--- src/rtl/fft_pkg.sv ---
// Shared FFT helpers: base-4 digit arithmetic and reorder-buffer bank mapping.
package fft_pkg;

    localparam int unsigned LANES = 4;

    typedef enum logic {
        RD_IDLE = 1'b0,
        RD_READ = 1'b1
    } rd_state_e;

    // Number of base-4 digits in n (n is a power of 4).
    function automatic int unsigned log4n(input int unsigned n);
        int unsigned d = 0;
        for (int unsigned i = 1; i < 16; i++) begin
            if ((32'd1 << (2 * i)) <= n) d = i;
        end
        return d;
    endfunction

    // Reverse the j low base-4 digits of x.
    function automatic int unsigned digrev(input int unsigned x, input int unsigned j);
        int unsigned r = 0;
        int unsigned v = x;
        for (int unsigned i = 0; i < 16; i++) begin
            if (i < j) begin
                r = (r << 2) | (v & 32'd3);
                v = v >> 2;
            end
        end
        return r;
    endfunction

    // Bank holding a bin with top digit t and low digit d.
    function automatic int unsigned bank_of(input int unsigned t, input int unsigned d);
        return (t + d) & 32'd3;
    endfunction

    // Bank-local address {half, t, middle digits}; mid_digits may be zero.
    function automatic int unsigned addr_of(input int unsigned half, input int unsigned t,
                                            input int unsigned m, input int unsigned mid_digits);
        return (half << (2 * mid_digits + 2)) | (t << (2 * mid_digits)) | m;
    endfunction

endpackage

--- src/rtl/reorder_bank_ram.sv ---
// Simple dual-port bank: one write port, one registered synchronous read port.
module reorder_bank_ram #(
    parameter int unsigned ADDR_W = 3,
    parameter int unsigned DW     = 64
) (
    input  logic              clock,
    input  logic              reset,
    input  logic              wr_en,
    input  logic [ADDR_W-1:0] wr_addr,
    input  logic [DW-1:0]     wr_data,
    input  logic              rd_en,
    input  logic [ADDR_W-1:0] rd_addr,
    output logic [DW-1:0]     rd_data
);

    localparam int unsigned DEPTH = 32'd1 << ADDR_W;

    logic [DW-1:0] mem [DEPTH];

    // Storage write; contents are never cleared.
    always_ff @(posedge clock) begin
        if (wr_en) mem[wr_addr] <= wr_data;
    end

    // Read register holds its value when idle so downstream data stays stable.
    always_ff @(posedge clock) begin
        if (reset) begin
            rd_data <= '0;
        end else if (rd_en) begin
            rd_data <= mem[rd_addr];
        end
    end

endmodule

--- src/rtl/fft_digit_reverse_reorder.sv ---
// Reorders base-4 digit-reversed 4-lane FFT output into natural bin order (ping-pong).
module fft_digit_reverse_reorder
    import fft_pkg::*;
#(
    parameter int unsigned WIDTH          = 32,
    parameter int unsigned Num_of_samples = 16
) (
    input  logic             clock,
    input  logic             reset,
    input  logic             input_en,
    input  logic [WIDTH-1:0] input_real_0,
    input  logic [WIDTH-1:0] input_real_1,
    input  logic [WIDTH-1:0] input_real_2,
    input  logic [WIDTH-1:0] input_real_3,
    input  logic [WIDTH-1:0] input_imag_0,
    input  logic [WIDTH-1:0] input_imag_1,
    input  logic [WIDTH-1:0] input_imag_2,
    input  logic [WIDTH-1:0] input_imag_3,
    output logic             output_en,
    output logic [WIDTH-1:0] output_real_0,
    output logic [WIDTH-1:0] output_real_1,
    output logic [WIDTH-1:0] output_real_2,
    output logic [WIDTH-1:0] output_real_3,
    output logic [WIDTH-1:0] output_imag_0,
    output logic [WIDTH-1:0] output_imag_1,
    output logic [WIDTH-1:0] output_imag_2,
    output logic [WIDTH-1:0] output_imag_3
);

    localparam int unsigned M        = log4n(Num_of_samples);
    localparam int unsigned MID      = M - 2;
    localparam int unsigned BEATS    = Num_of_samples / 4;
    localparam int unsigned CNT_W    = 2 * M - 2;
    localparam int unsigned ADDR_W   = CNT_W + 1;
    localparam int unsigned DW       = 2 * WIDTH;
    localparam int unsigned MID_MASK = (32'd1 << (2 * MID)) - 32'd1;
    localparam logic [CNT_W-1:0] CNT_LAST = CNT_W'(BEATS - 1);

    logic [DW-1:0]     in_lane     [LANES];
    logic [CNT_W-1:0]  wr_cnt_q;
    logic              wr_half_q;
    logic              frame_ready_c;
    logic [1:0]        wr_d_c;
    logic [ADDR_W-1:0] wr_addr_c   [LANES];
    logic [DW-1:0]     wr_data_c   [LANES];

    rd_state_e         state_q, state_n;
    logic [CNT_W-1:0]  rd_cnt_q, rd_cnt_n;
    logic              rd_half_q, rd_half_n;
    logic              pending_q, pending_n;
    logic              rd_en_c;
    logic [1:0]        rd_t_c;
    logic [ADDR_W-1:0] rd_addr_c;

    logic [DW-1:0]     bank_dout   [LANES];
    logic              rd_vld_q;
    logic [1:0]        rd_t_q;
    logic [DW-1:0]     out_lane_c  [LANES];

    assign in_lane[0] = {input_real_0, input_imag_0};
    assign in_lane[1] = {input_real_1, input_imag_1};
    assign in_lane[2] = {input_real_2, input_imag_2};
    assign in_lane[3] = {input_real_3, input_imag_3};

    assign frame_ready_c = input_en && (wr_cnt_q == CNT_LAST);

    // Write-side beat counter and ping-pong half select.
    always_ff @(posedge clock) begin
        if (reset) begin
            wr_cnt_q  <= '0;
            wr_half_q <= 1'b0;
        end else if (input_en) begin
            if (wr_cnt_q == CNT_LAST) begin
                wr_cnt_q  <= '0;
                wr_half_q <= ~wr_half_q;
            end else begin
                wr_cnt_q <= wr_cnt_q + CNT_W'(1);
            end
        end
    end

    // Write crossbar: lane l of beat b goes to bank (l+d) mod 4 at {half, l, middle digits}.
    always_comb begin
        int unsigned rev;
        int unsigned mid;
        logic [1:0]  lane;
        rev    = digrev(32'(wr_cnt_q), M - 1);
        mid    = (rev >> 2) & MID_MASK;
        wr_d_c = wr_cnt_q[CNT_W-1 -: 2];
        lane   = '0;
        for (int unsigned j = 0; j < LANES; j++) begin
            lane                = 2'(j) - wr_d_c;
            wr_addr_c[2'(j)]    = ADDR_W'(addr_of(32'(wr_half_q), 32'(lane), mid, MID));
            wr_data_c[2'(j)]    = in_lane[lane];
        end
    end

    // Read FSM state register.
    always_ff @(posedge clock) begin
        if (reset) begin
            state_q   <= RD_IDLE;
            rd_cnt_q  <= '0;
            rd_half_q <= 1'b0;
            pending_q <= 1'b0;
        end else begin
            state_q   <= state_n;
            rd_cnt_q  <= rd_cnt_n;
            rd_half_q <= rd_half_n;
            pending_q <= pending_n;
        end
    end

    // Read FSM next state: chain frames back to back, idle when nothing is waiting.
    always_comb begin
        state_n   = state_q;
        rd_cnt_n  = rd_cnt_q;
        rd_half_n = rd_half_q;
        pending_n = pending_q;
        case (state_q)
            RD_IDLE: begin
                if (frame_ready_c) begin
                    state_n   = RD_READ;
                    rd_cnt_n  = '0;
                    rd_half_n = wr_half_q;
                end
            end
            RD_READ: begin
                if (rd_cnt_q == CNT_LAST) begin
                    if (pending_q || frame_ready_c) begin
                        rd_cnt_n  = '0;
                        rd_half_n = ~rd_half_q;
                        pending_n = pending_q && frame_ready_c;
                    end else begin
                        state_n = RD_IDLE;
                    end
                end else begin
                    rd_cnt_n = rd_cnt_q + CNT_W'(1);
                    if (frame_ready_c) pending_n = 1'b1;
                end
            end
            default: state_n = RD_IDLE;
        endcase
    end

    // Read address is common to all banks: {half, top digit of beat, middle digits}.
    assign rd_en_c   = (state_q == RD_READ);
    assign rd_t_c    = rd_cnt_q[CNT_W-1 -: 2];
    assign rd_addr_c = ADDR_W'(addr_of(32'(rd_half_q), 32'(rd_t_c),
                                       32'(rd_cnt_q) & MID_MASK, MID));

    for (genvar g = 0; g < LANES; g++) begin : g_bank
        reorder_bank_ram #(
            .ADDR_W (ADDR_W),
            .DW     (DW)
        ) u_ram (
            .clock   (clock),
            .reset   (reset),
            .wr_en   (input_en),
            .wr_addr (wr_addr_c[g]),
            .wr_data (wr_data_c[g]),
            .rd_en   (rd_en_c),
            .rd_addr (rd_addr_c),
            .rd_data (bank_dout[g])
        );
    end

    // Read crossbar: output lane l takes bank (t+l) mod 4, t delayed to match the RAM read.
    always_comb begin
        for (int unsigned l = 0; l < LANES; l++) begin
            out_lane_c[2'(l)] = bank_dout[2'(bank_of(32'(rd_t_q), l))];
        end
    end

    // Output stage: valid follows the read pipeline, data registers update every cycle.
    always_ff @(posedge clock) begin
        if (reset) begin
            rd_vld_q      <= 1'b0;
            rd_t_q        <= '0;
            output_en     <= 1'b0;
            output_real_0 <= '0;
            output_real_1 <= '0;
            output_real_2 <= '0;
            output_real_3 <= '0;
            output_imag_0 <= '0;
            output_imag_1 <= '0;
            output_imag_2 <= '0;
            output_imag_3 <= '0;
        end else begin
            rd_vld_q      <= rd_en_c;
            rd_t_q        <= rd_t_c;
            output_en     <= rd_vld_q;
            output_real_0 <= out_lane_c[0][DW-1 -: WIDTH];
            output_real_1 <= out_lane_c[1][DW-1 -: WIDTH];
            output_real_2 <= out_lane_c[2][DW-1 -: WIDTH];
            output_real_3 <= out_lane_c[3][DW-1 -: WIDTH];
            output_imag_0 <= out_lane_c[0][WIDTH-1:0];
            output_imag_1 <= out_lane_c[1][WIDTH-1:0];
            output_imag_2 <= out_lane_c[2][WIDTH-1:0];
            output_imag_3 <= out_lane_c[3][WIDTH-1:0];
        end
    end

endmodule

--- config.mk ---
export PLATFORM = sky130hd
export DESIGN_NAME = fft_digit_reverse_reorder
export DESIGN_NICKNAME = d
export VERILOG_FILES = /design/src/rtl/fft_pkg.sv /design/src/rtl/reorder_bank_ram.sv /design/src/rtl/fft_digit_reverse_reorder.sv
export SDC_FILE = /design/constraint.sdc
export NUM_CORES = 2
export LEC_CHECK = 0
export CAP_MARGIN = 20
export CORE_MARGIN = 2
export CORE_UTILIZATION = 50
export CTS_BUF_LIST = sky130_fd_sc_hd__clkbuf_8
export DETAILED_ROUTE_END_ITERATION = 10
export PLACE_DENSITY = 0.71
export SYNTH_ARGS = -nofsm -noshare
export SYNTH_HDL_FRONTEND = slang
export SYNTH_SLANG_ARGS = --single-unit
export TNS_END_PERCENT = 100
--- constraint.sdc ---
create_clock -name clock -period 17.04 [get_ports clock]
set_input_delay 3.408 -clock clock [delete_from_list [all_inputs] [get_ports clock]]
set_output_delay 3.408 -clock clock [all_outputs]
set_load 0.02 [all_outputs]
==> results.md <==
- CP max stage cell: dfxtp_1
- Area grow syn2layout: 15.0%
- Primary FF master, synth: edfxtp_1
- Top cell type's share of synthesized area: approximately 58%
- Final estimated routing congestion in global placement: ~0.84
- Port buffer count: about 520
- Iteration-0 DRC Markers: 7105
- Hold/Removal Path Class: register to register
- Worst path required time: between 10 and 15 ns
- Vias in the first global route: between 50000 and 60000
- Cells after Synth: between 5000 and 6000
- VDD IR max: between 90 and 100 uV
- Overall Global Routing Usage: a little over a quarter
- Grt ovf: 0
- Top Ports: just over 500
- Worst path max stage delay: ~0.77 ns
- Static Leak: 0.0382 uW
- Largest net degree at the start of global routing: between 150 and 200
- Die area: between 200000 and 250000 um^2
- Post-DRT Antenna Nets: 0
- Area of the multi-input gates: around 32000 um^2
- Power density cells: between 100 and 150 nW/um^2
- # fillers: approximately 16000
- Netlist cell types: 37
- Warnings, synthesis: 0
- Fin nets: about 6700
- FF/Latch Area: 72000 um^2
- Cell with the most instances after synthesis: edfxtp_1
- Residual DRC: 0
- Slew Viols, Final: 0
- Min Tclk post-route: between 5 and 6 ns
- CTS Buf Count: slightly above 400
- Final TNS setup: 0 ns
- Via count: 60249
- Crit path buffers/inverters: 1
- Finished Core Util: ~58%
- Outcome: finished clean
- Final setup fails: 0
- Critical Path End Type: primary output
- Placement row count: between 150 and 200
- Max-cap viol count: 0
- Register bit count reported by yosys: roughly 2600
- First-pass GRT wire length: roughly 420000 um
- Buffer count from post-CTS setup fixing: 0
- Clock tree sinks: about 2600
- Crit-path max FO: 1
- CTS tree: done
- Crit Path Class: register to primary output
- Die H: about 460 um
- Layout cells sized above 1: between 20% and 30%
- Leading area contributor after synthesis: edfxtp_1
- Setup WS pre-CTS: 10.17 ns
- Syn Nets: 6046
- Relative slew margins: 17.5%
- Worst-path cell chain: clkdlybuf4s50_1
- Setup crit start kind: register
- Ys async rst share: 0%
- Routed len/inst: 31.0 um
- DP HPWL: 184000 um
- Post-CTS Hold Fix Bufs: 0
- Syn_area_per_cell: around 18 um^2
- Clk_lat worst skew: around 1.1 ns
- Worst setup margin: around 11 ns
- Top delay family on crit path: flip-flops
- Setup Skew: between 0.1 and 0.15 ns
- Hold Vio Cnt, Final: 0
- Pre-Repair DR Iteration Count: 6
- Slew at the pin closest to its max-slew limit: approximately 1.2 ns
- Area of the core: 212000 um^2
- Root buffer cell: clkbuf_8
- Initial Utilization: 50.2%
- Clock slew at reported path FFs: approximately 0.07 ns
- Top post-synthesis cells by area: edfxtp_1 58%, mux4_2 13%, dfxtp_1 9.9%
- Width of the chip: roughly 460 um
- Critical Path AT: approximately 2.6 ns
- RSZ-0062 raised after global routing: false
- Antenna violations before repair: 19
- Final wirelength: between 200000 and 300000 um
- Clock Path Buffers: 4
- Post-CTS resize count: 0
- Crit share post-route: a little over a third
- Max Clk Rate: ~170 MHz
- Most frequent cells after synthesis: 2048 x edfxtp_1, 628 x mux4_2, 524 x dfxtp_1
- Cell Area, Synth: between 100000 and 150000 um^2
- Sequential area share after synthesis: between 60% and 70%
- Number of flops mapped to enable cells by yosys: ~2000
- Post-DR vias/cell: ~6.3
- CTS H-Tree Depth: 5
## registers in the layout, indices dropped and copies added (netlist names), 2 cells and up
signal	count
g_bank.u_ram.mem	2048
output_real_0	32
output_real_1	32
output_real_3	32
output_imag_0	32
output_imag_1	32
rd_t_q	2
output_real_2	32
rd_cnt_q	2
wr_cnt_q	2
output_imag_3	32
g_bank.u_ram.rd_data	256
output_imag_2	32
## worst reg2reg max path, delay by kind of cell, from the launching register on
| family | cells | cell delay, ns |
|---|---|---|
| flops | 1 | 0.93 |
| mux | 1 | 0.48 |
| buf+inv | 3 | 2.66 |
| compound gates | 3 | 0.49 |
## power breakdown
group / leakage [uW] / internal, uW / switching [uW]
Combinational: 0.0107 / 353 / 713
Clock: 0.00466 / 2720 / 2400
Sequential: 0.0228 / 7140 / 62.5
Total: 0.0382 / 10200 / 3180
## routing by layer
layer	track usage, %	vias up	share of wire (%)
li1	-	24835	-
met1	36.6	31595	38
met2	43.6	3333	48
met3	5.04	484	9.7
met4	10.5	2	3.7
met5	0	-	0.0027
## kinds of logic (layout without fill, tap and decap cells)
family / count (synthesis) / in the layout / synth area share, %
mux: 1423 / 1423 / 21.4
simple gates: 689 / 689 / 3.37
other cells: 0 / 19 / 0
xor+xnor: 1 / 1 / 0.00825
flops: 2572 / 2572 / 67.8
compound gates: 659 / 659 / 5.34
fa+ha+maj: 2 / 2 / 0.0236
buf+inv: 439 / 1394 / 2.09
## layout by cell type, fill, tap and decap left out, types with 119 or more instances in the layout
cell type,count
edfxtp_1,2048
mux4_2,628
dfxtp_1,517
clkdlybuf4s50_1,514
clkbuf_8,480
nor2b_1,377
mux2i_1,303
mux2_2,255
mux2_1,237
nor2_1,149
o22ai_1,140
a221o_1,140
a211oi_2,140
inv_1,137
nand2_1,121
a21oi_1,119
## stage by stage
step	hold slack [ns]	area (um^2)	power, uW	instances
6_report	0.406	122000	13400	9580
5_1_grt	0.419	122000	13800	9576
4_1_cts	0.393	122000	13500	9557
3_5_place_dp	0.454	114000	8390	8806
3_3_place_gp	0.425	114000	8350	8804
2_1_floorplan	0.414	106000	7900	5785
## cell type report
| cell class | count | share of cell area [%] |
|---|---|---|
| diodes | 19 | 0.0389 |
| clock buffers | 480 | 5.41 |
| multi-input cells | 2774 | 26.4 |
| clock inverters | 271 | 1.17 |
| repair buffers | 640 | 5.12 |
| well taps | 2821 | 2.89 |
| inverters | 3 | 0.00922 |
| flip-flops and latches | 2572 | 59.0 |
## worst paths after layout
| path | depth (start not counted) | from | to | slack (ns) |
|---|---|---|---|---|
| hold reg to reg | 1 | rd_vld_q | output_en | 0.41 |
| setup reg to reg | 7 | rd_cnt_q[0] | g_bank[3].u_ram.rd_data[32] | 12.30 |
| setup / recovery | 1 | output_real_3[29] | output_real_3[29] | 11.06 |
| hold / removal | 1 | rd_vld_q | output_en | 0.41 |
Note: power is estimated with default switching activity, not from simulation.
